## config.mk

```make
export PLATFORM = sky130hd
export DESIGN_NAME = descriptor_fetcher
export DESIGN_NICKNAME = d
export VERILOG_FILES = /design/src/rtl/descriptor_fetcher.sv
export SDC_FILE = /design/constraint.sdc
export NUM_CORES = 1
export LEC_CHECK = 0
export CORE_MARGIN = 2
export CORE_UTILIZATION = 35
export DETAILED_ROUTE_END_ITERATION = 8
export HOLD_SLACK_MARGIN = 0.06
export REMOVE_ABC_BUFFERS = 1
export SLEW_MARGIN = 0
export SYNTH_ARGS = -nofsm -noshare
export SYNTH_HDL_FRONTEND = slang
export SYNTH_SLANG_ARGS = --single-unit
```

## constraint.sdc

```tcl
create_clock -name clk -period 4.3 [get_ports clk]
set_clock_uncertainty 0.2 [all_clocks]
set_input_delay 0.86 -clock clk [delete_from_list [all_inputs] [get_ports clk]]
set_output_delay 0.86 -clock clk [all_outputs]
set_load 0.05 [all_outputs]
```

## src/rtl/descriptor_fetcher.sv

```systemverilog
// Avalon-MM master that walks a linked list of 8-word DMA descriptors, hands each
// one to the transfer engine and writes back completion status before following next.
module descriptor_fetcher #(
  parameter int ADDR_W  = 32,
  parameter int OWN_BIT = 31
) (
  input  logic              clk,
  input  logic              reset_n,
  input  logic              start,
  input  logic [ADDR_W-1:0] head_ptr,
  input  logic              stop,
  output logic              busy,
  output logic              chain_end,
  output logic [ADDR_W-1:0] m_address,
  output logic              m_read,
  output logic              m_write,
  output logic [31:0]       m_writedata,
  output logic [3:0]        m_byteenable,
  input  logic              m_waitrequest,
  input  logic [31:0]       m_readdata,
  input  logic              m_readdatavalid,
  output logic              desc_valid,
  input  logic              desc_ready,
  output logic [31:0]       desc_src,
  output logic [31:0]       desc_dst,
  output logic [15:0]       desc_len,
  output logic [7:0]        desc_ctrl,
  input  logic              xfer_done,
  input  logic [7:0]        xfer_status,
  input  logic [15:0]       xfer_bytes
);

  typedef enum logic [2:0] {
    IDLE, RD_REQ, RD_WAIT, CHECK, PRESENT, WAIT_DONE, WB, NEXT
  } state_t;

  state_t            state_r;
  logic [ADDR_W-1:0] cur_ptr_r;
  logic [ADDR_W-1:0] next_ptr_r;
  logic [2:0]        idx_r;
  logic              own_r;
  logic [ADDR_W-1:0] head_aligned_s;
  logic [ADDR_W-1:0] rd_addr_next_s;

  // Status word written over word 7; the ownership bit is handed back to software.
  function automatic logic [31:0] wb_word(input logic [7:0] ctrl, input logic [7:0] status,
                                          input logic [15:0] bytes);
    logic [31:0] tmp;
    tmp = {ctrl, status, bytes};
    tmp[OWN_BIT] = (OWN_BIT >= 32'sd24) ? 1'b0 : tmp[OWN_BIT];
    return tmp;
  endfunction

  assign head_aligned_s = head_ptr & ~ADDR_W'(5'h1F);
  assign rd_addr_next_s = cur_ptr_r + ADDR_W'({idx_r + 3'd1, 2'b00});
  assign m_byteenable   = 4'hF;

  // Walk sequencer: one outstanding bus access at a time, every output registered
  always_ff @(posedge clk or negedge reset_n) begin
    if (!reset_n) begin
      state_r     <= IDLE;
      cur_ptr_r   <= {ADDR_W{1'b0}};
      next_ptr_r  <= {ADDR_W{1'b0}};
      idx_r       <= 3'd0;
      own_r       <= 1'b0;
      busy        <= 1'b0;
      chain_end   <= 1'b0;
      m_address   <= {ADDR_W{1'b0}};
      m_read      <= 1'b0;
      m_write     <= 1'b0;
      m_writedata <= 32'h0000_0000;
      desc_valid  <= 1'b0;
      desc_src    <= 32'h0000_0000;
      desc_dst    <= 32'h0000_0000;
      desc_len    <= 16'h0000;
      desc_ctrl   <= 8'h00;
    end else begin
      chain_end <= 1'b0;
      case (state_r)
        IDLE: begin
          if (start) begin
            cur_ptr_r <= head_aligned_s;
            m_address <= head_aligned_s;
            idx_r     <= 3'd0;
            m_read    <= 1'b1;
            busy      <= 1'b1;
            state_r   <= RD_REQ;
          end
        end
        RD_REQ: begin
          if (!m_waitrequest) begin
            m_read  <= 1'b0;
            state_r <= RD_WAIT;
          end
        end
        RD_WAIT: begin
          if (m_readdatavalid) begin
            case (idx_r)
              3'd0:    desc_src   <= m_readdata;
              3'd2:    desc_dst   <= m_readdata;
              3'd4:    next_ptr_r <= ADDR_W'(m_readdata);
              3'd6:    desc_len   <= m_readdata[15:0];
              3'd7: begin
                desc_ctrl <= m_readdata[31:24];
                own_r     <= m_readdata[OWN_BIT];
              end
              default: ;
            endcase
            if (idx_r == 3'd7) begin
              state_r <= CHECK;
            end else begin
              idx_r     <= idx_r + 3'd1;
              m_address <= rd_addr_next_s;
              m_read    <= 1'b1;
              state_r   <= RD_REQ;
            end
          end
        end
        CHECK: begin
          if (own_r) begin
            desc_valid <= 1'b1;
            state_r    <= PRESENT;
          end else begin
            busy      <= 1'b0;
            chain_end <= 1'b1;
            state_r   <= IDLE;
          end
        end
        PRESENT: begin
          if (desc_ready) begin
            desc_valid <= 1'b0;
            state_r    <= WAIT_DONE;
          end
        end
        WAIT_DONE: begin
          if (xfer_done) begin
            m_write     <= 1'b1;
            m_address   <= cur_ptr_r + ADDR_W'(5'd28);
            m_writedata <= wb_word(desc_ctrl, xfer_status, xfer_bytes);
            state_r     <= WB;
          end
        end
        WB: begin
          if (!m_waitrequest) begin
            m_write <= 1'b0;
            state_r <= NEXT;
          end
        end
        NEXT: begin
          // A zero or self-referencing next pointer terminates the chain.
          if (stop || (next_ptr_r == {ADDR_W{1'b0}}) || (next_ptr_r == cur_ptr_r)) begin
            busy      <= 1'b0;
            chain_end <= 1'b1;
            state_r   <= IDLE;
          end else begin
            cur_ptr_r <= next_ptr_r;
            m_address <= next_ptr_r;
            idx_r     <= 3'd0;
            m_read    <= 1'b1;
            state_r   <= RD_REQ;
          end
        end
        default: state_r <= IDLE;
      endcase
    end
  end

endmodule

```

==> impl_metrics.py <==
metrics = {
    "outcome": {
        "run_status": "finished, final reports clean",
    },
    "route": {
        "drc": 0,
        "routedWlPerCell_um": 19.3,
        "vias": 7478,
        "drt_iter0_markers": 295,
        "firstDrtPassIters": 5,
        "ant_nets": 0,
        "finalWirelength_mm": 29.3,
        "vias_per_cell": 4.94,
    },
    "worst_setup_path": {
        "path_class": "register to register",
        "crit_fanout": 18,
        "r2r_slack_ps": 660,
        "start_kind": "register",
        "timing.rr.end": "m_address[18]",
        "arrival_ps": 3840,
        "crit_required_ps": 4500,
        "reg2regPathDepth": 10,
        "crit_path_end_kind": "register",
        "timing.rr.start": "state_r[1]",
    },
    "timing": {
        "setup_tns_ps": 0,
        "rsz0062_at_grt": "no",
        "post-route-min-period_ps": 3640,
        "finalSetupViolations": 0,
        "min_period_over_period_pct": 84.8,
        "hold_viol_final": 0,
        "max_slew_margin_pct": 35.6,
        "max_freq_mhz": 274,
        "drv_slew": 0,
        "tightestPinTransition_ps": 964,
    },
    "finish": {
        "fin_nets": 1211,
        "areaGrowthSynthToFinish_pct": 35.2,
        "fillers": 2684,
        "num_antenna_cells": 0,
        "drive_gt1_share_pct": 21.9,
        "multiInputGateArea_sq_um": 4580,
        "regArea_sq_um": 5660,
    },
    "clock_network": {
        "htree_levels": 1,
        "root_buffer": "clkbuf_16",
        "cts.path.max_buffers": 3,
        "cts_tree": "built",
        "cts_resized": 0,
        "cts_buffers": 27,
        "clk_latency_ps": 530,
        "cts_setup_buffers": 0,
        "cts_hold_buf": 0,
        "path_clk_slew_ps": 60,
        "clkSinkCount": 226,
    },
    "yosys": {
        "synth_seq_cells": 226,
        "synth_edf_count": 0,
        "yosysWarnings": 0,
        "netlist_area_sq_um": 10600,
        "seq_area_frac_synth_pct": 53.4,
        "synth_top_area_share_pct": 53.4,
        "ys_top_cells_by_area": "dfrtp_1 53%, mux2_2 18%, xnor2_1 4.1%",
        "synth_flop_cell": "dfrtp_1",
        "ys_types": 50,
        "async_reset_ff_share_pct": 100,
        "syn_area_per_cell_sq_um": 12.3,
        "yosys.area.top_type": "dfrtp_1",
        "netlist_instances": 862,
    },
    "floorplanning": {
        "initial_core_util_pct": 35.7,
        "core_area_sq_um": 29700,
        "die_w_um": 178,
        "die_height_um": 178,
        "die_area_sq_um": 31700,
        "num_io_pins": 257,
        "rows": 63,
    },
    "power": {
        "irDropWorstVdd_mv": 0.517,
        "p_per_area_nw_per_um2": 718,
        "finalPower_mw": 10.3,
        "power.leakage_nw": 6.52,
    },
    "global_route": {
        "grt_pass1_vias": 7656,
        "antenna_found_initial": 0,
        "grt_max_degree": 85,
        "grt_overflow_total": 0,
        "grt_first_pass_wirelength_mm": 45.6,
        "track_usage_pct": 18.6,
    },
    "job": {
        "maxCapViolCount": 0,
    },
    "hold_path": {
        "holdCritPathClass": "input pin to asynchronous set/reset pin",
    },
    "placement": {
        "routabilityCongestion": 0.837,
        "dp_hpwl_mm": 20.9,
        "numPortBuffers": 246,
    },
}
[critical path, cell delays in order, from the launching register on]
cell and delay (ps):
dfrtp_1 700, and3b_1 330, or2_2 330, fa_1 430, a21oi_1 520, nor4_1 180
buf_4 200, nand3_1 90, xor2_1 140, o21ai_0 80, mux2_1 290
[placed cells by master (no fill, tap or decap), types with 4 or more instances in the layout]
| master | n |
|---|---|
| o21ai_0 | 15 |
| nand3_1 | 16 |
| a22o_1 | 5 |
| xnor2_1 | 50 |
| dfrtp_1 | 226 |
| clkbuf_16 | 27 |
| o21ai_1 | 6 |
| mux2_2 | 172 |
| nor3_1 | 8 |
| clkbuf_1 | 8 |
| nor4_1 | 15 |
| mux2_1 | 21 |
| conb_1 | 5 |
| clkdlybuf4s50_1 | 245 |
| clkbuf_8 | 4 |
| a31oi_1 | 4 |
| xor2_1 | 6 |
| ha_1 | 7 |
| or2_2 | 4 |
| nor2_1 | 21 |
| nand2_1 | 95 |
| nand4_1 | 22 |
| buf_4 | 17 |
| mux2i_1 | 37 |
| inv_1 | 27 |
| a21oi_1 | 11 |
[where the power goes]
part | switching (mW) | total [mW] | leakage [nW] | internal (mW)
Clock | 0.875 | 2.21 | 0.411 | 1.33
Combinational | 2.87 | 4.72 | 3.17 | 1.84
Sequential | 0.570 | 3.37 | 2.94 | 2.80
Total | 4.32 | 10.3 | 6.52 | 5.97
[routing by layer]
layer	share of wire (%)	track usage, %	up-vias
li1	-	-	3501
met1	45	25.8	3740
met2	46	29.2	197
met3	6.2	4.16	40
met4	2.0	5.05	0
met5	0	0	-
[sequential cells by signal, indices dropped and copies added (netlist names)]
register and cells:
next_ptr_r 32, m_writedata 31, m_read 1, desc_src 32, desc_valid 1, state_r 3, desc_dst 32, desc_len 16
desc_ctrl 8, m_address 32, idx_r 3, busy 1, chain_end 1, cur_ptr_r 32, m_write 1
[cell type report]
class | instances | share of cell area [%]
sequential | 226 | 39.5
multi-input combinational | 559 | 32.0
timing repair buffer | 266 | 18.5
clock buffer | 39 | 5.31
tap | 390 | 3.41
inverter | 27 | 0.708
clock inverter | 6 | 0.577
[cells by family (layout without fill, tap and decap cells)]
| logic type | after synthesis | count (layout) | share of synthesized area (%) |
|---|---|---|---|
| multiplexers | 230 | 230 | 24.0 |
| flip-flops | 226 | 226 | 53.4 |
| AND/OR/NAND/NOR | 201 | 201 | 9.33 |
| buffers and inverters | 80 | 338 | 3.53 |
| AO/OA/AOI/OAI | 59 | 59 | 4.04 |
| XOR/XNOR | 56 | 56 | 4.63 |
| adder cells (fa/ha/maj) | 8 | 8 | 1.02 |
| other | 2 | 5 | 0.0709 |
[through the flow]
| stage | util (%) | instance area (sq um) | hold slack (ps) | setup slack, ps | cells |
|---|---|---|---|---|---|
| after floorplan | - | 10300 | 313 | 968 | 812 |
| after global placement | 45.4 | 13500 | 273 | 769 | 1468 |
| after detailed placement | 45.4 | 13500 | 283 | 739 | 1468 |
| after CTS | 48.2 | 14300 | 143 | 700 | 1513 |
| after global routing | 48.2 | 14300 | 149 | 553 | 1513 |
| final | 48.2 | 14300 | 109 | 656 | 1513 |
[cell usage after synthesis (all sizes together) (3+ instances only)]
master  number
inv         27
mux2       193
o21ai       21
nand4       22
xnor2       50
dfrtp      226
nor3         8
xor2         6
nand3       16
ha           7
and3         3
nand2       95
nor2        22
nor4        17
clkbuf      27
and2         3
mux2i       37
a22o         5
a211oi       4
a21oi       12
buf         26
a31oi        4
or2          4
[worst max path at each step]
stage,from,endpoint,slack (ps),cells after the start
floorplan,m_readdatavalid,m_address[0],970,5
global placement,state_r[1],m_address[18],770,10
detailed placement,state_r[1],m_address[18],740,10
CTS,state_r[1],m_address[18],700,10
global route,state_r[1],m_address[16],550,10
finish,state_r[1],m_address[18],660,10
Note: power is estimated with default switching activity, not from simulation.
